===== src/rtl/regfile_sb.sv =====
// Multi-read-port register file with per-register busy scoreboard and hardwired x0.
// Define REGFILE_BYPASS_EN to forward same-cycle writeback data onto the read ports.
module regfile_sb #(
    parameter int ADDRESS_WIDTH = 5,
    parameter int DATA_WIDTH    = 32,
    parameter int NUM_READ      = 2,
    parameter int MON_REG       = 10
) (
    input  logic                              clk_i,
    input  logic                              rst_ni,
    input  logic [NUM_READ*ADDRESS_WIDTH-1:0] rd_addr_i,
    output logic [NUM_READ*DATA_WIDTH-1:0]    rd_data_o,
    output logic [NUM_READ-1:0]               rd_busy_o,
    input  logic                              wr_en_i,
    input  logic [ADDRESS_WIDTH-1:0]          wr_addr_i,
    input  logic [DATA_WIDTH-1:0]             wr_data_i,
    input  logic                              rsv_en_i,
    input  logic [ADDRESS_WIDTH-1:0]          rsv_addr_i,
    output logic                              rsv_ok_o,
    output logic [2**ADDRESS_WIDTH-1:0]       busy_o,
    output logic [DATA_WIDTH-1:0]             mon_o
);

    localparam int NUM_REGS = 2**ADDRESS_WIDTH;
    localparam logic [ADDRESS_WIDTH-1:0] MON_IDX = ADDRESS_WIDTH'(MON_REG);

    logic [DATA_WIDTH-1:0] regs_r [NUM_REGS];
    logic [NUM_REGS-1:0]   busy_r;
    logic                  rsv_ok_s;
    logic                  wr_act_s;

    // Reservation decision uses only the registered busy state, never the read addresses.
    always_comb begin
        rsv_ok_s = 1'b0;
        if (rsv_en_i) begin
            rsv_ok_s = (rsv_addr_i == '0) || !busy_r[rsv_addr_i];
        end else begin
            rsv_ok_s = 1'b0;
        end
    end

    assign wr_act_s = wr_en_i && (wr_addr_i != '0);

    // Register storage; x0 is never written so it stays zero.
    always_ff @(posedge clk_i or negedge rst_ni) begin
        if (!rst_ni) begin
            for (int i = 0; i < NUM_REGS; i++) begin
                regs_r[i] <= '0;
            end
        end else if (wr_act_s) begin
            regs_r[wr_addr_i] <= wr_data_i;
        end
    end

    // Scoreboard: writeback clears, an accepted reservation sets afterwards so set wins.
    always_ff @(posedge clk_i or negedge rst_ni) begin
        if (!rst_ni) begin
            busy_r <= '0;
        end else begin
            if (wr_act_s) begin
                busy_r[wr_addr_i] <= 1'b0;
            end
            if (rsv_ok_s && (rsv_addr_i != '0)) begin
                busy_r[rsv_addr_i] <= 1'b1;
            end
        end
    end

    for (genvar k = 0; k < NUM_READ; k++) begin : g_rd
        logic [ADDRESS_WIDTH-1:0] addr_s;
        logic [DATA_WIDTH-1:0]    data_s;
        logic                     busy_s;

        assign addr_s = rd_addr_i[k*ADDRESS_WIDTH +: ADDRESS_WIDTH];

        // Read mux for one port, with optional forwarding of the in-flight writeback.
        always_comb begin
            data_s = '0;
            busy_s = 1'b0;
            if (addr_s == '0) begin
                data_s = '0;
                busy_s = 1'b0;
            end
`ifdef REGFILE_BYPASS_EN
            else if (wr_en_i && (wr_addr_i == addr_s)) begin
                data_s = wr_data_i;
                busy_s = 1'b0;
            end
`endif
            else begin
                data_s = regs_r[addr_s];
                busy_s = busy_r[addr_s];
            end
        end

        assign rd_data_o[k*DATA_WIDTH +: DATA_WIDTH] = data_s;
        assign rd_busy_o[k]                          = busy_s;
    end

    assign rsv_ok_o = rsv_ok_s;
    assign busy_o   = busy_r;
    assign mon_o    = regs_r[MON_IDX];

endmodule


===== config.mk =====
export PLATFORM = sky130hd
export DESIGN_NAME = regfile_sb
export DESIGN_NICKNAME = d
export VERILOG_FILES = /design/src/rtl/regfile_sb.sv
export SDC_FILE = /design/constraint.sdc
export NUM_CORES = 2
export LEC_CHECK = 0
export CORE_MARGIN = 1
export CORE_UTILIZATION = 56
export CTS_CLUSTER_SIZE = 28
export DETAILED_ROUTE_END_ITERATION = 10
export GPL_TIMING_DRIVEN = 0
export PLACE_DENSITY = 0.77
export SETUP_SLACK_MARGIN = 0.2
export SYNTH_ARGS = -nofsm -noshare
export SYNTH_HDL_FRONTEND = slang
export SYNTH_SLANG_ARGS = --single-unit

===== constraint.sdc =====
create_clock -name clk_i -period 2.3 [get_ports clk_i]
set_input_delay 0.345 -clock clk_i [delete_from_list [all_inputs] [get_ports clk_i]]
set_output_delay 0.345 -clock clk_i [all_outputs]
set_load 0.01 [all_outputs]

==> flow_summary.yaml <==
job:
  cap_violations: 1
pwr:
  power_frac_seq: 0.416
  p_per_area_nw_per_um2: 880
  power.switching_mw: 17.4
  pwr-share-clk: 0.332
  p_int_mw: 42.8
  combPwrFrac: 0.252
  power_leakage_nw: 29.2
  vdd_drop_max_mv: 0.652
  power_mw: 60.2
  p_sw_frac: 0.289
yosys:
  syn_inst: 3626
  async_flop_share: 1.00
  synth.cell_area_um2: 56200
  syn_area_per_cell_um2: 15.5
  yosysWarningCount: 0
  synth_edf_count: 0
  synth-seq-area-share: 0.470
  synth-main-ff-cell: "dfrtp_1"
  synth_cell_type_count: 53
  yosys_register_bits: 1056
  synth.net_count: 3682
setup_path:
  worst_ep_required_time_ps: 1960
  slowest_delay_ps: 540
  cp_data_arrival_time_ps: 2650
  path_buf_inv: 4
  crit_chain: "clkdlybuf4s15_2, and2_1, clkbuf_2, clkbuf_8, a221oi_4, a2111oi_4, buf_2"
  critPathMaxFanout: 10
  start_kind: "input port"
  worstSetupEndpointType: "output pin"
  slowest_stage: "a2111oi_4"
  critPathTopFamily: "buffers and inverters"
  critPathKind: "input port to output pin"
sta:
  finalWorstSetupSlack_ps: -692
  max_freq_ghz: 0.334
  period_share: 1.30
  skew_ps: 15.3
  timing.slew.headroom: 0.00288
  rsz0062_at_grt: "yes"
  fin_crit_ps: 2990
  tns_ps: -31990
  finalSetupViolCount: 67
  maxSlewViolCount: 0
  hold_slack_ps: -435
  worst_pin_slew_ps: 1500
  finalHoldViolations: 109
detailed_routing:
  drcViolationCount: 0
  post_drt_wl_per_cell_um: 37.1
  initialDrtViolationCount: 5338
  firstDrtPassIters: 6
  drt-total-wl_um: 201000
  viasPerCell: 7.36
  drtAntennaViolNets: 0
  vias: 40000
clock_tree:
  clk_latency_ps: 710
  clockBufferDepth: 3
  cts_tree: "yes"
  numCtsBuffers: 112
  cts_max_level: 3
  root_buffer: "clkbuf_16"
  clock-sinks: 1056
  clk_pin_slew_ps: 60
placed_design:
  hpwl_um: 137000
  gp_congestion: 1.03
  pre_cts_ws_ps: -2890
  numPortBuffers: 177
  dp.cells: 5097
  placed_cell_area_um2: 60100
status:
  violations: "negative hold slack, max-capacitance violations, negative setup slack"
  status: "finished with violations"
floorplan:
  start_util: 0.568
  rows: 115
  ioPinCount: 187
  core_area_um2: 99000
  die-area_um2: 102000
  die_x_um: 319
  die_h_um: 319
hold_path:
  hp-class: "input port to asynchronous set/reset pin"
global_route:
  grt_pass1_wl_um: 287000
  antenna_found_initial: 5
  grt_usage: 0.399
  grt_max_degree: 185
  overflow: 0
  grt_pass1_vias: 40300
finish:
  final_common_cell: "dfrtp_1"
  final_cell_area_um2: 68400
  fillCellCount: 6491
  drive_gt1_frac: 0.616
  layout.cells.non_filler: 5431
  final_nets: 4100
  most-common-layout-cells: "1017 x dfrtp_1, 978 x mux2_2, 521 x mux4_2"
  finish.utilization: 0.691
  area.growth.synth_to_final_pct: 21.7
[worst reg2reg max path: cells and delay by family (launching register included)]
family | cells | cell delay [ps]
buffers and inverters | 3 | 510
muxes | 1 | 130
DFF | 1 | 420
AOI/OAI and AO/OA | 4 | 790
[logic make-up after synthesis]
group                  share of synthesized area
AO/OA/AOI/OAI                             0.0503
multiplexers                               0.422
AND/OR/NAND/NOR                           0.0128
buffers and inverters                     0.0444
flip-flops                                 0.470
[synthesized netlist by cell type, drive strengths merged, types with 32 or more instances]
cell / instances / area (µm²)
a221oi: 34 / 315
buf: 273 / 1690
a32o: 32 / 320
mux4: 521 / 11700
clkbuf: 196 / 737
o22ai: 66 / 413
a22oi: 75 / 563
mux2: 1013 / 11400
a31oi: 34 / 213
a211o: 33 / 289
nor2b: 32 / 200
dfrtp: 1056 / 26400
mux2i: 60 / 601
[path summary, 6_finish.rpt]
check | cells past startpoint | startpoint | to | slack (ps)
setup reg to reg | 8 | busy_o[16]$_DFF_PN0_ | busy_o[19]$_DFF_PN0_ | 390
max in group asynchronous | 3 | rst_ni | mon_o[15]$_DFFE_PN0P_ | 680
hold reg to reg | 1 | regs_r[1021]$_DFFE_PN0P_ | regs_r[1021]$_DFFE_PN0P_ | 460
hold / removal | 1 | rst_ni | regs_r[347]$_DFFE_PN0P_ | -430
setup / recovery | 7 | rd_addr_i[8] | rd_data_o[58] | -690
min in group clk_i | 3 | wr_en_i | regs_r[927]$_DFFE_PN0P_ | 200
[power groups by stage]
stage | Clock (mW) | Sequential, mW | Combinational (mW)
2_1_floorplan | 0 | 24.2 | 8.90
3_3_place_gp | 0 | 25.1 | 12.2
3_5_place_dp | 0 | 25.2 | 12.8
4_1_cts | 20.0 | 24.8 | 14.5
5_1_grt | 20.7 | 25.4 | 15.7
6_report | 20.0 | 25.0 | 15.2
[area by class of cell]
type | instances | area [µm²] | area share
clock buffers | 150 | 3230 | 0.0471
clock inverters | 59 | 831 | 0.0121
inverters | 18 | 67.6 | 0.000987
multi-input cells | 2083 | 30000 | 0.438
diodes | 5 | 12.5 | 0.000183
flip-flops and latches | 1056 | 26500 | 0.387
plain buffers | 468 | 3470 | 0.0507
repair buffers | 305 | 2790 | 0.0408
well taps | 1287 | 1610 | 0.0235
[layer usage]
layer / GRT usage / vias up / part of all wire / wire, µm
met5: 0 / - / 0.000065 / 13
met4: 0.269 / 2 / 0.083 / 16600
met3: 0.138 / 722 / 0.13 / 26200
met2: 0.568 / 2988 / 0.43 / 87100
met1: 0.518 / 21200 / 0.35 / 71500
li1: - / 15100 / - / -
[registers in the layout, indices dropped and copies added (netlist names)]
| name | cells |
|---|---|
| regs_r | 992 |
| busy_o | 32 |
| mon_o | 32 |
[timing repair]
item / in CTS / in global routing
hold endpoints to repair: 109 / 109
resized for setup: 945 / 210
setup endpoints to repair: 525 / 878
setup buffers: 88 / 32
pin swaps: 97 / 48
gates cloned: 1 / 0
No activity file was read; power rests on OpenSTA's default activity.
